==> config.mk <==
export PLATFORM = sky130hd
export DESIGN_NAME = apb_reg_bank
export DESIGN_NICKNAME = d
export VERILOG_FILES = /design/src/rtl/apb_reg_bank.sv
export SDC_FILE = /design/constraint.sdc
export NUM_CORES = 1
export LEC_CHECK = 0
export CAP_MARGIN = 20
export CORE_MARGIN = 1.5
export CORE_UTILIZATION = 45
export DETAILED_ROUTE_END_ITERATION = 6
export SETUP_SLACK_MARGIN = 0.2
export SLEW_MARGIN = 10
export SYNTH_ARGS = -nofsm -noshare
export SYNTH_HDL_FRONTEND = slang
export SYNTH_SLANG_ARGS = --single-unit
==> constraint.sdc <==
create_clock -name clk_sys -period 5.23 [get_ports clk_sys]
set_clock_uncertainty 0.2 [all_clocks]
set_input_delay 0.523 -clock clk_sys [delete_from_list [all_inputs] [get_ports clk_sys]]
set_output_delay 0.523 -clock clk_sys [all_outputs]
set_load 0.05 [all_outputs]
==> src/rtl/apb_reg_bank.sv <==
// APB3 completer holding the system register file plus the I2C side-channel CTRL nibble.
// Optional macro APB_REG_WAIT_EN inserts WAIT_CYCLES access-phase wait states.
module apb_reg_bank #(
  parameter int unsigned ADDRESS_BUS_WIDTH = 16,
  parameter int unsigned DATA_BUS_WIDTH    = 32,
  parameter int unsigned NUM_REGS          = 16,
  parameter logic [DATA_BUS_WIDTH-1:0] ID_VALUE = 32'hEA12_0001,
  parameter int unsigned WAIT_CYCLES       = 2
) (
  input  logic                         clk_sys,
  input  logic                         rst_n,
  input  logic [ADDRESS_BUS_WIDTH-1:0] paddr,
  input  logic                         psel,
  input  logic                         penable,
  input  logic                         pwrite,
  input  logic [DATA_BUS_WIDTH-1:0]    pwdata,
  output logic [DATA_BUS_WIDTH-1:0]    prdata,
  output logic                         pready,
  output logic                         pslverr,
  input  logic                         we_i2c,
  input  logic [3:0]                   wdata_i2c,
  output logic [DATA_BUS_WIDTH-1:0]    ctrl_o,
  output logic                         wr_pulse_o
);

  localparam int unsigned IDX_W = (NUM_REGS > 1) ? $clog2(NUM_REGS) : 1;

  if (NUM_REGS < 4 || NUM_REGS > 256 || WAIT_CYCLES > 65535) begin : g_bad_param
    $error("apb_reg_bank: illegal parameter value");
  end

  typedef enum logic [1:0] {S_IDLE, S_ACCESS, S_DONE} state_e;

  state_e                        state_q, state_d;
  logic [DATA_BUS_WIDTH-1:0]     regs_q [NUM_REGS];
  logic [DATA_BUS_WIDTH-1:0]     regs_d [NUM_REGS];
  logic [15:0]                   err_cnt_q, err_cnt_d;
  logic [DATA_BUS_WIDTH-1:0]     prdata_q, prdata_d;
  logic                          pready_q, pready_d;
  logic                          pslverr_q, pslverr_d;
  logic                          wr_pulse_q, wr_pulse_d;

  logic                          setup;
  logic                          complete;
  logic [ADDRESS_BUS_WIDTH-1:0]  t_addr;
  logic                          t_write;
  logic [DATA_BUS_WIDTH-1:0]     t_wdata;
  logic [IDX_W-1:0]              idx;
  logic                          in_range, is_id, is_errcnt, txn_err;
  logic [DATA_BUS_WIDTH-1:0]     rd_val;

  assign setup = psel && !penable;

`ifdef APB_REG_WAIT_EN
  localparam int unsigned CNT_W = (WAIT_CYCLES > 0) ? $clog2(WAIT_CYCLES + 1) : 1;

  logic [CNT_W-1:0]             cnt_q, cnt_d;
  logic [ADDRESS_BUS_WIDTH-1:0] addr_q, addr_d;
  logic                         write_q, write_d;
  logic [DATA_BUS_WIDTH-1:0]    wdata_q, wdata_d;

  // During waits the transfer is served from the copy latched at setup.
  assign t_addr  = (state_q == S_ACCESS) ? addr_q  : paddr;
  assign t_write = (state_q == S_ACCESS) ? write_q : pwrite;
  assign t_wdata = (state_q == S_ACCESS) ? wdata_q : pwdata;

  always_ff @(posedge clk_sys or negedge rst_n) begin
    if (!rst_n) begin
      cnt_q   <= '0;
      addr_q  <= '0;
      write_q <= 1'b0;
      wdata_q <= '0;
    end else begin
      cnt_q   <= cnt_d;
      addr_q  <= addr_d;
      write_q <= write_d;
      wdata_q <= wdata_d;
    end
  end
`else
  assign t_addr  = paddr;
  assign t_write = pwrite;
  assign t_wdata = pwdata;
`endif

  // Next state; 'complete' marks the edge that commits and raises pready.
  always_comb begin
    state_d  = state_q;
    complete = 1'b0;
`ifdef APB_REG_WAIT_EN
    cnt_d   = cnt_q;
    addr_d  = addr_q;
    write_d = write_q;
    wdata_d = wdata_q;
`endif
    unique case (state_q)
      S_IDLE, S_DONE: begin
        state_d = S_IDLE;
        if (setup) begin
`ifdef APB_REG_WAIT_EN
          addr_d  = paddr;
          write_d = pwrite;
          wdata_d = pwdata;
          cnt_d   = CNT_W'(WAIT_CYCLES);
          if (WAIT_CYCLES == 0) begin
            complete = 1'b1;
            state_d  = S_DONE;
          end else begin
            state_d  = S_ACCESS;
          end
`else
          complete = 1'b1;
          state_d  = S_DONE;
`endif
        end
      end
      S_ACCESS: begin
        state_d = S_IDLE;
`ifdef APB_REG_WAIT_EN
        if (psel) begin
          if (cnt_q <= CNT_W'(1)) begin
            complete = 1'b1;
            state_d  = S_DONE;
          end else begin
            cnt_d   = cnt_q - CNT_W'(1);
            state_d = S_ACCESS;
          end
        end
`endif
      end
      default: state_d = S_IDLE;
    endcase
  end

  // Address decode and read mux for the transfer being completed.
  always_comb begin
    idx       = t_addr[IDX_W-1:0];
    in_range  = t_addr < ADDRESS_BUS_WIDTH'(NUM_REGS);
    is_id     = t_addr == '0;
    is_errcnt = t_addr == ADDRESS_BUS_WIDTH'(3);
    txn_err   = !in_range || (t_write && is_id);
    if (is_id)          rd_val = ID_VALUE;
    else if (is_errcnt) rd_val = DATA_BUS_WIDTH'(err_cnt_q);
    else if (in_range)  rd_val = regs_q[idx];
    else                rd_val = '0;
  end

  always_comb begin
    pready_d   = complete;
    pslverr_d  = complete && txn_err;
    wr_pulse_d = complete && t_write && !txn_err;
    prdata_d   = (complete && !t_write && !txn_err) ? rd_val : '0;

    // Side-channel nibble first so a same-edge APB write to CTRL overrides it.
    regs_d = regs_q;
    if (we_i2c) regs_d[1][3:0] = wdata_i2c;
    if (wr_pulse_d && !is_id && !is_errcnt) regs_d[idx] = t_wdata;

    err_cnt_d = err_cnt_q;
    if (pslverr_d && err_cnt_q != 16'hFFFF) err_cnt_d = err_cnt_q + 16'd1;
    if (wr_pulse_d && is_errcnt)            err_cnt_d = '0;
  end

  always_ff @(posedge clk_sys or negedge rst_n) begin
    if (!rst_n) begin
      state_q    <= S_IDLE;
      err_cnt_q  <= '0;
      prdata_q   <= '0;
      pready_q   <= 1'b0;
      pslverr_q  <= 1'b0;
      wr_pulse_q <= 1'b0;
      for (int i = 0; i < NUM_REGS; i++) regs_q[i] <= '0;
    end else begin
      state_q    <= state_d;
      err_cnt_q  <= err_cnt_d;
      prdata_q   <= prdata_d;
      pready_q   <= pready_d;
      pslverr_q  <= pslverr_d;
      wr_pulse_q <= wr_pulse_d;
      regs_q     <= regs_d;
    end
  end

  assign prdata     = prdata_q;
  assign pready     = pready_q;
  assign pslverr    = pslverr_q;
  assign wr_pulse_o = wr_pulse_q;
  assign ctrl_o     = regs_q[1];

endmodule

# == Word-level counts from Yosys, hierarchy flattened ==
# Cells that the tools add are included.
# word_totals
regBits,565
in_bits,58
out_inout_bits,67
elab_cells,72
# classes
add_sub_neg,1
n_lt_le_gt_ge,3
n_eq_ne,3
muxes,18
bitwise_logic,1
n_reduce_logical,23
# op_table
operator,count
bitwise mux 512 bit,1
two-way mux 452 bit,1
two-way mux 32 bit,7
binary-select mux 32 bit (select 4 bit),1
demux 32 bit (select 4 bit),1
two-way mux 16 bit,2
adder 16 x 1 -> 16 bit (second input constant),1
== test 16 x 2 -> 1 bit (second input constant),1
zero test 16 bit,1
< comparator 16 x 5 -> 1 bit (second input constant),1
!= test 16 bit (second input constant),1
logical AND 1 bit,12
zero test 1 bit,6
>= comparator 5 bit (second input constant),1
< comparator 5 x 1 -> 1 bit (second input constant),1
NOT 4 -> 5 bit,1
two-way mux 2 bit,2
two-way mux 4 bit,1
== test 2 bit (second input constant),1
zero test 2 bit,1
two-way mux 1 bit,2
nonzero test 2 bit,1
OR reduction 2 bit,1
logical OR 1 bit,1

# == Depth between registers and ports, before layout ==
# depth
word_depth,9
depth_mapped,8
ltp_nobuf,6

# == Worst setup path after synthesis ==
# No wires, ideal clock.
# synth_path
path_type,input-to-reg
start,in paddr[8]
end,reg regs_q[55] in the netlist's numbering
setup_ns,0.125
arrival_ns,2.404
required_time_ns,4.905
slack_ns,2.501
stages,6
n_path_buf,1
cell_sequence,or4_1 > nor3_2 > nand4_1 > nor2_1 > buf_2 > mux2_2
# synth_between
elab_chain_len,7
elab_cells_between_ends,12
classes_between,order compare (1); eq/ne (1); reduce/logical (10)
# synth_lines
element,line,rtl
start: declaration,12,"input logic [ADDRESS_BUS_WIDTH-1:0] paddr,"
< comparator 16 x 5 -> 1 bit / zero test 16 bit (equally long branches),"138, 139",
zero test 1 bit / logical AND 1 bit (equally long branches),141,txn_err = !in_range || (t_write && is_id);
logical OR 1 bit,141,
zero test 1 bit,151,wr_pulse_d = complete && t_write && !txn_err;
logical AND 1 bit,151,
logical AND 1 bit,157,if (wr_pulse_d && !is_id && !is_errcnt) regs_d[idx] = t_wdata;
logical AND 1 bit (*),157,
end signal: assignment,180,regs_q <= regs_d;
end: declaration,35,logic [DATA_BUS_WIDTH-1:0] regs_q [NUM_REGS];
# Every way passes the cells marked *; elsewhere a longest branch is shown, timed or not.
# A chain may end at the register's enable or synchronous reset.

# == Worst setup path in the final report ==
# layout_path
start,in paddr[8]
end,reg regs_q[338] in the netlist's numbering
# The elaborated chain is that of the path after synthesis.

==> run summary <==
Antenna viol nets, final = 0
Post-Synth Adder-Cell Area = 0.000507
Largest net degree at the start of global routing = 117
Filler cell count = 4,487
Clock transition at the registers of the reported paths = 0.06 ns
Pwr Density = 308 nW/um2
DR pass1 iterations = 5
Post-synth EDFFs = 0
Die ar. = 56,300 um2
Hold Buf Count CTS = 1
I/O Pins = 125
Crit path required time = 5.51 ns
Ys flop type = dfrtp_1
Area leader, netlist = dfrtp_1
First-pass GRT wire length = 91.5 mm
Initial antenna violation count = 2
Crit path max-delay family = simple AND/OR/NAND/NOR gates
Flop2flop setup slack = 2.99 ns
Initial detailed-routing violation count = 817
Reg2reg end = err_cnt_q[7]
FF/Latch Area = 13,900 um2
Number of port buffers = 124
Largest fanout on the critical path = 18
Max_slew headroom = 0.336
Die Ht = 237 um
Avg Vias per Cell = 5.73
Post-route insts no fill = 2,351
Final WL = 58.7 mm
Gr ovfl total = 0
Syn Nets = 1,660
Min Tclk post-route = 3.44 ns
FP Rows = 85
Synth area leaders = dfrtp_1 (56%), mux2_2 (20%), mux4_2 (12%), clkbuf_1 (1.7%), buf_2 (1.2%)
Critical path type = in -> reg
Yosys warns = 0
Max IR drop VDD = 0.000242 V
Syn avg cell area = 15.4 um2
Clock Latency Late Sink = 0.61 ns
Count leader, synth = dfrtp_1
Clk root buf = clkbuf_16
Worst Hold Endpoint = regs_q[415]
Multiplexer area fraction after synthesis = 0.343
Max-cap violations = 0
Ys async rst share = 1.00
H-tree Lvls = 2
RR Startpoint = err_cnt_q[0]
Xor/xnor share of the synthesized area = 0.00177
Hold Path Depth = 0
Register bit total from synthesis = 556
Critical-path cell list = clkdlybuf4s50_1 -> or4_1 -> nor3_2 -> nand4b_1 -> nor2_4 -> buf_12 -> mux2_2
R2R depth = 6
Global-route usage over all layers = 0.215
Detailed-route via count = 13,500
FMAX = 290 MHz
Lkg Pwr = 13.2 nW
RSZ-0062 raised after global routing = no
Residual DRC count = 0
Post-DP HPWL = 35.9 mm
Slowest CP cell = nor2_4
Share of post-route cells with drive strength above 1 = 0.434
Multi-input gate area = 9880 um2
Final Wtd Congestion = 0.815
Area growth, synth to finish = 14.0%
WL/cell = 24.9 um
Final Hold Fails = 0
Startpoint types = input port
Cell variety after synth = 47
Area fraction of the dominant cell type after synthesis = 0.564
Largest family of logic cells by synthesized area = multiplexers
Synth Area in Simple Gates = 0.0278
Setup tns final = 0 ns
Number of instances in the placed design = 2,244
Synth Area in Compound Gates = 0.0224
Core Region = 54,000 um2
Final setup viols = 0
Crit path DAT = 3.73 ns
Buf/Inv on CP = 2
Die width = 237 um
Worst slew pin tran = 0.996 ns
Sink Count = 556
Syn Inst Count = 1,601
Sequential area share after synthesis = 0.564
Initial Utilization = 0.457
Synth cell count leaders = dfrtp_1 (556), mux2_2 (440), mux4_2 (134)
Crit. End Element = flip-flop
Hold_sp = regs_q[415]
Setup bufs post-CTS = 0
Worst-case clock buffer depth = 3
Slowest stage delay, CP = 0.74 ns
# resized after CTS = 0
Worst Hold Class = reg -> reg
Mapped Area = 24,700 um2
Number of global-route vias before repair = 14,600
Total CTS buffers = 59
Final period utilization = 0.659
Final #Nets = 1,669
CTS tree = done
Pins Over Slew Limit = 0
Outcome = completed
==> cells in the final DEF, fill, tap and decap left out, drive strengths merged, types with 2 or more instances in the layout <==
cell	instances
nand2b	6
and3	5
and2	22
clkdlybuf4s50	119
mux4	134
nand4	5
a221oi	2
diode	2
nor3	9
o21ai	19
buf	42
a31oi	13
a22o	12
mux2	463
a211oi	4
mux2i	24
clkinv	13
nor2	30
and4	2
nand3	7
nand4b	2
inv	3
a22oi	4
or3	5
nand2	17
a211o	2
a21oi	12
clkbuf	90
o311a	3
nor4	6
dfrtp	556
or4	3
xnor2	5
o22a	3
==> report_power, final <==
part	switching, mW	internal, mW
sequential	0.0401	4.33
clock	1.67	2.21
combinational	0.286	0.139
total	1.99	6.68
==> how the worst max path moves through the flow <==
stage	start	cells past startpoint	endpoint
after global routing	paddr[8]	7	regs_q[336]
after detailed placement	paddr[8]	7	regs_q[324]
after global placement	paddr[8]	7	regs_q[321]
after CTS	paddr[8]	7	regs_q[324]
after floorplan	paddr[8]	6	regs_q[55]
final	paddr[8]	7	regs_q[338]
==> state kept, by name (all words and copies together) (netlist names) <==
signal and count:
wr_pulse_o 1, pready 1, pslverr 1, prdata 32, ctrl_o 32, err_cnt_q 16, regs_q 473
==> final cells by class <==
cell class / instances / share of cell area
Inverter: 2 / 0.000267
Tap cell: 696 / 0.0309
Clock buffer: 90 / 0.0601
Antenna cell: 2 / 0.000178
Multi-Input combinational cell: 829 / 0.351
Clock inverter: 14 / 0.00262
Timing Repair Buffer: 162 / 0.0607
Sequential cell: 556 / 0.494
==> stage by stage <==
stage,instance area (um2),hold slack [ns],utilization,power (mW),setup WS (ns)
finish,28100,0.169,0.521,8.67,1.79
global route,28100,0.178,0.521,9.01,1.64
CTS,28100,0.175,0.521,8.79,1.79
detailed placement,26400,0.163,0.488,4.88,1.15
global placement,26400,0.160,0.488,4.87,1.16
floorplan,24700,0.0274,-,4.64,2.50
==> logic make-up (layout without fill, tap and decap cells) <==
group                      after synthesis  after routing
xor gates and xnor gates                 5              5
other                                    0              2
DFF                                    556            556
muxes                                  621            621
adders and majority gates                1              1
and+or+nand+nor                        123            123
buffers and inverters                  216            268
AOI/OAI and AO/OA                       79             79
==> per-layer routing <==
metal	routed length [um]	vias up	share of wire	GRT usage
li1	-	5828	-	-
met1	26600	7301	0.45	0.299
met2	27800	241	0.47	0.343
met3	2270	104	0.039	0.0366
met4	1960	0	0.033	0.0784
met5	0	-	0	0
==> worst register-to-register path, cell delays in order (launching register included) <==
cell and delay (ns):
dfrtp_1 0.45, ha_1 0.26, nand3_1 0.18, nor3_1 0.09
a211o_1 0.45, or3_1 0.39, a21oi_1 0.14
No activity file was read; power rests on OpenSTA's default activity.
==> RTL change 1 (same flow settings) <==
Encoding of `state_e`: now one-hot (3 bits for 3 states).
--- a/src/rtl/apb_reg_bank.sv
+++ b/src/rtl/apb_reg_bank.sv
@@ -31,3 +31,3 @@
 
-  typedef enum logic [1:0] {S_IDLE, S_ACCESS, S_DONE} state_e;
+  typedef enum logic [2:0] {S_IDLE = 3'b001, S_ACCESS = 3'b010, S_DONE = 3'b100} state_e;
 
Check against the original RTL: same outputs for any inputs over 4 cycles, from zero or initial values and one cycle with rst_n low; so few cycles prove little.
==> RTL change 1 against the unedited design <==
- power increased by 4.1%
- wire length up 0.29%
- first-iteration DRC count increased by 2.8%
- cell area grew 0.42%
- setup slack got worse by 110 ps
- synthesized cell count up 2.6%
- sequential cell count rose by 7
- sequential share of layout area rose by 0.42 points
- area after synthesis grew 0.48%
- critical endpoint is now regs_q[110]$_DFFE_PN0P_
- highest routed layer is now met5
==> RTL change 1: results (changes against the unedited design) <==
| Metric | Value |
|---|---|
| Status | `complete, no violations (unchanged)` |
| Max reg flops | `479 (was 473)` |
| Overall Global Routing Usage | `21.5% (about the same)` |
| Most frequent cells after synthesis | `dfrtp_1, mux2_2, clkbuf_1, mux4_2, a22oi_1 (was dfrtp_1, mux2_2, mux4_2, clkbuf_1, buf_2)` |
| First-pass GRT wire length | `92.6 mm (was 91.5 mm)` |
| Top post-synthesis cells by area | `dfrtp_1, mux2_2, mux4_2, clkbuf_1, a22oi_1 (was dfrtp_1, mux2_2, mux4_2, clkbuf_1, buf_2)` |
| Clk_lat worst skew | `a little over 600 ps` |
| Dominant synthesized flop cell | `dfrtp_1 (unchanged)` |
| Post-DP HPWL | `35.6 mm (was 35.9 mm)` |
| Routability cong. | `0.819 (was 0.815)` |
| Met1 Wirelength | `27.1 mm (was 26.6 mm)` |
| CTS Buf Count | `59 (unchanged)` |
| Uppermost routed layer | `met5 (was met4)` |
| Met3 Routed Length | `2.58 mm (was 2.27 mm)` |
| Met2 wire len | `28.2 mm (was 27.8 mm)` |
| Largest stage delay on the critical path | `750 ps` |
| Layout area overhead | `13.9% (was 14.0%)` |
| Synth Area in Compound Gates | `3.00% (was 2.24%)` |
| Register area share after synthesis | `56.8% (was 56.4%)` |
| Number of global-route vias before repair | `14943 (was 14649)` |
| CTS root buf | `clkbuf_16 (unchanged)` |
| H-tree depth | `2 (unchanged)` |
| Post-Synth XOR/XNOR Area | `0.247% (was 0.177%)` |
| Critical path fanouts, max | `16 (was 18)` |
| Synth warnings | `0 (unchanged)` |
| Post-synthesis adder-cell area fraction | `0.0504% (was 0.0507%)` |
| Fraction of synthesized area in multiplexers | `32.9% (was 34.3%)` |
| Final hold vios | `0 (unchanged)` |
| Drt via density | `5.78 (was 5.73)` |
| Initial antenna violation count | `1 (was 2)` |
| Int Pwr | `0.00696 W (was 0.00668 W)` |
| Arrival time worst endpoint | `3840 ps (was 3730 ps)` |
| Slew headroom | `37.0% (was 33.6%)` |
| Worst VDD drop | `0.275 mV (was 0.242 mV)` |
| Crit path max-delay cell type | `nor4_1 (was nor2_4)` |
| Largest net degree at the start of global routing | `119 (was 117)` |
| CTS max path bufs | `3 (unchanged)` |
| Reg clk slew, reported paths | `60 ps (about the same)` |
| Post-Place Worst Slack | `1160 ps (was 1150 ps)` |
| Share of cells above drive strength 1 | `43.1% (was 43.4%)` |
| DRT iter0 DRCs | `840 (was 817)` |
| Post-synth net total | `1701 (was 1660)` |
| Number of diodes | `0 (was 2)` |
| Cell family with most CP delay | `simple AND/OR/NAND/NOR gates (unchanged)` |
| Distinct cell type count after synthesis | `46 (was 47)` |
| Routed wire per std cell | `24.7 µm (was 24.9 µm)` |
| LEAKAGE | `13.7 nW (was 13.2 nW)` |
-- RTL change 1: final timing paths --
kind                                          from                      end  slack, ps  cells past startpoint
max                                       paddr[4]  regs_q[110]$_DFFE_PN0P_       1680                      7
min                        regs_q[485]$_DFFE_PN0P_  regs_q[485]$_DFFE_PN0P_        170                      0
max reg2reg                   state_q[0]$_DFF_PN1_  regs_q[110]$_DFFE_PN0P_       2000                      6
min reg2reg                regs_q[485]$_DFFE_PN0P_  regs_q[485]$_DFFE_PN0P_        170                      0
max in group asynchronous                    rst_n     prdata[12]$_DFF_PN0_       3270                      3
min in group asynchronous                    rst_n  regs_q[334]$_DFFE_PN0P_        400                      2
-- RTL change 1: worst reg2reg max path, stage by stage, from the launching register on --
cell and delay (ps):
dfstp_2 530, xor2_1 320, and4_1 310, and2_1 330
nand3_2 640, buf_4 470, mux2_2 300
-- RTL change 1: cell families after synthesis --
group	after synthesis
muxes	599
DFF	563
buffers and inverters	241
and+or+nand+nor	126
AOI/OAI and AO/OA	105
xor gates and xnor gates	7
adders and majority gates	1
-- RTL change 1: power by group through the flow --
stage | logic, W | clock network (W) | registers (W)
after floorplan | 0.000227 | 0 | 0.00448
after global placement | 0.000451 | 0 | 0.00449
after detailed placement | 0.000458 | 0 | 0.00449
after CTS | 0.000458 | 0.00426 | 0.00441
after global routing | 0.000495 | 0.00446 | 0.00442
final | 0.000446 | 0.00416 | 0.00441
-- RTL change 1: cell type report --
class | instances | area, µm²
inverters | 13 | 48.8
repair buffers | 166 | 1630
multi-input cells | 838 | 9680
clock inverters | 17 | 153
well taps | 696 | 871
flip-flops and latches | 563 | 14100
clock buffers | 91 | 1790
fillers | 4455 | 25900
-- RTL change 1: layer usage --
layer | GRT usage [%] | vias to the layer above
li1 | - | 5968
met4 | 5.44 | 2
met3 | 3.46 | 71
met1 | 31.0 | 7423
met2 | 34.3 | 306
met5 | 0 | -
-- RTL change 1: through the flow --
step / cell area, µm² / hold slack (ps) / power (W) / std cells
after CTS: 28300 / 170 / 0.00913 / 2383
after detailed placement: 26300 / 163 / 0.00495 / 2274
after global placement: 26300 / 160 / 0.00494 / 2274
final: 28300 / 171 / 0.00902 / 2384
after floorplan: 24800 / 27.4 / 0.00471 / 1642
after global routing: 28300 / 180 / 0.00937 / 2384
==> RTL change 2 (same flow settings) <==
Made on the original files. Change the parameter `ADDRESS_BUS_WIDTH` from 16 to 15.
--- a/src/rtl/apb_reg_bank.sv
+++ b/src/rtl/apb_reg_bank.sv
@@ -3,3 +3,3 @@
 module apb_reg_bank #(
-  parameter int unsigned ADDRESS_BUS_WIDTH = 16,
+  parameter int unsigned ADDRESS_BUS_WIDTH = 15,
   parameter int unsigned DATA_BUS_WIDTH    = 32,
Ports: changed (resized paddr); port bits go from 125 to 124. No check against the original RTL was run, so the function may have changed too.
==> RTL change 2 against the unedited design <==
- area after synthesis grew 0.77%
- global-route usage grew 0.31 points
- synthesized cell count grew 2.4%
- power grew 3.5%
- cell area grew 0.20%
- critical path depth is the same
- wire length grew 2.8%
- setup slack gained 270 ps
- sequential cell count shrank 3
- maximum frequency grew 8.4%
- sequential share of layout area shrank 0.36 points
- critical endpoint is now regs_q[50]$_DFFE_PN0P_
- largest cell class unchanged
==> RTL change 2: results (changes against the unedited design) <==
| Metric | Value |
|---|---|
| Critical Path Start | `paddr[7] (was paddr[8])` |
| Cell family with most CP delay | `simple AND/OR/NAND/NOR gates (unchanged)` |
| Top post-synthesis cells by area | `dfrtp_1, mux2_2, mux4_2, mux2_1, clkbuf_1 (was dfrtp_1, mux2_2, mux4_2, clkbuf_1, buf_2)` |
| R2R Setup Slk | `2800 ps (was 2990 ps)` |
| Post-DP HPWL | `37.4 mm (was 35.9 mm)` |
| Ratio of final minimum period to clock period | `60.8% (was 65.9%)` |
| Post-synth net total | `1698 (was 1660)` |
| First-pass GRT wire length | `93.4 mm (was 91.5 mm)` |
| Worst VDD drop | `0.234 mV (was 0.242 mV)` |
| Most frequent cells after synthesis | `dfrtp_1, mux2_2, mux4_2, mux2_1, clkbuf_1 (was dfrtp_1, mux2_2, mux4_2, clkbuf_1, buf_2)` |
| Max reg flops | `470 (was 473)` |
| DRT iter0 DRCs | `851 (was 817)` |
| Largest stage delay on the critical path | `630 ps (was 740 ps)` |
| CTS max path bufs | `3 (unchanged)` |
| Largest net degree at the start of global routing | `126 (was 117)` |
| Routed wire per std cell | `25.1 µm (was 24.9 µm)` |
| LEAKAGE | `13.4 nW (was 13.2 nW)` |
| GR Layer Usage met2 | `32.3% (was 34.3%)` |
| Number of diodes | `0 (was 2)` |
| GR Util met3 | `4.15% (was 3.66%)` |
| RR Endpoint | `err_cnt_q[5]$_DFFE_PN0P_ (was err_cnt_q[7]$_DFFE_PN0P_)` |
| Overall Global Routing Usage | `21.8% (was 21.5%)` |
| Register area share after synthesis | `55.6% (was 56.4%)` |
| Number of global-route vias before repair | `14522 (was 14649)` |
| Critical path fanouts, max | `24 (was 18)` |
| Share of cells above drive strength 1 | `37.6% (was 43.4%)` |
| Via count | `13823 (was 13474)` |
| Initial antenna violation count | `1 (was 2)` |
| Crit path to | `regs_q[50]$_DFFE_PN0P_ (was regs_q[338]$_DFFE_PN0P_)` |
| Arrival time worst endpoint | `3470 ps (was 3730 ps)` |
| Crit path max-delay cell type | `or4_1 (was nor2_4)` |
| Worst-Margin Slew | `1070 ps (was 996 ps)` |
| Status | `complete, no violations (unchanged)` |
| Routability cong. | `0.745 (was 0.815)` |
| Met1 Usage GRT | `33.5% (was 29.9%)` |
| Post-Place Worst Slack | `1410 ps (was 1150 ps)` |
| Distinct cell type count after synthesis | `49 (was 47)` |
| Dpl cell area | `26200 µm² (was 26400 µm²)` |
| Number of buffers added on ports | `123 (was 124)` |
| Cts hold-fix bufs | `1 (unchanged)` |
## RTL change 2: cell count changes in the layout (fill, tap and decap cells not counted), sizes merged, moves of 7 or more
| cell | unedited run | this run |
|---|---|---|
| o22ai | 0 | 10 |
| o21ai | 19 | 11 |
| and2 | 22 | 5 |
| mux4 | 134 | 117 |
| buf | 42 | 49 |
| a221oi | 2 | 14 |
| mux2i | 24 | 31 |
| nor2b | 1 | 14 |
| a21oi | 12 | 27 |
| nor3 | 9 | 26 |
| a22oi | 4 | 15 |
| a22o | 12 | 0 |
## RTL change 2: kinds of logic after synthesis
family | Yosys count | synth area share [%]
muxes | 612 | 32.8
DFF | 553 | 55.6
buffers and inverters | 220 | 4.82
and+or+nand+nor | 148 | 3.84
AOI/OAI and AO/OA | 104 | 2.76
xor gates and xnor gates | 2 | 0.0704
adders and majority gates | 1 | 0.0503
## RTL change 2: worst min path at each step
stage                                  from                       to  slack, ps  cells past startpoint
detailed placement  regs_q[408]$_DFFE_PN0P_  regs_q[408]$_DFFE_PN0P_        160                      0
floorplan                             rst_n      ctrl_o[0]$_DFF_PN0_         30                      0
CTS                 regs_q[408]$_DFFE_PN0P_  regs_q[408]$_DFFE_PN0P_        180                      0
global route        regs_q[393]$_DFFE_PN0P_  regs_q[393]$_DFFE_PN0P_        180                      0
global placement    regs_q[397]$_DFFE_PN0P_  regs_q[397]$_DFFE_PN0P_        160                      0
finish              regs_q[388]$_DFFE_PN0P_  regs_q[388]$_DFFE_PN0P_        170                      0
## RTL change 2: layout make-up
| cell class | count | area, µm² |
|---|---|---|
| timing repair buffer | 169 | 1660 |
| tap | 696 | 871 |
| fill | 4444 | 26000 |
| clock buffer | 93 | 1810 |
| multi-input combinational | 867 | 9850 |
| inverter | 4 | 15.0 |
| sequential | 553 | 13800 |
| clock inverter | 16 | 166 |
## RTL change 2: stage by stage
step,power [W],hold slack [ps],instances
6_report,0.00897,172,2398
5_1_grt,0.00930,181,2398
4_1_cts,0.00909,176,2398
3_5_place_dp,0.00484,163,2288
3_3_place_gp,0.00483,160,2287
2_1_floorplan,0.00460,27.4,1640
## RTL change 2: power breakdown
group / internal [W] / leakage, nW / total, W / switching (W)
clock network: 0.00250 / 0.980 / 0.00422 / 0.00172
logic: 0.000129 / 4.75 / 0.000424 / 0.000295
registers: 0.00430 / 7.71 / 0.00433 / 0.0000296
total: 0.00693 / 13.4 / 0.00897 / 0.00204
## RTL change 2: layer usage
| layer | vias up | part of all wire [%] |
|---|---|---|
| met3 | 77 | 4.7 |
| met1 | 7443 | 50 |
| met5 | - | 0.015 |
| met4 | 2 | 1.5 |
| li1 | 6016 | - |
| met2 | 285 | 44 |
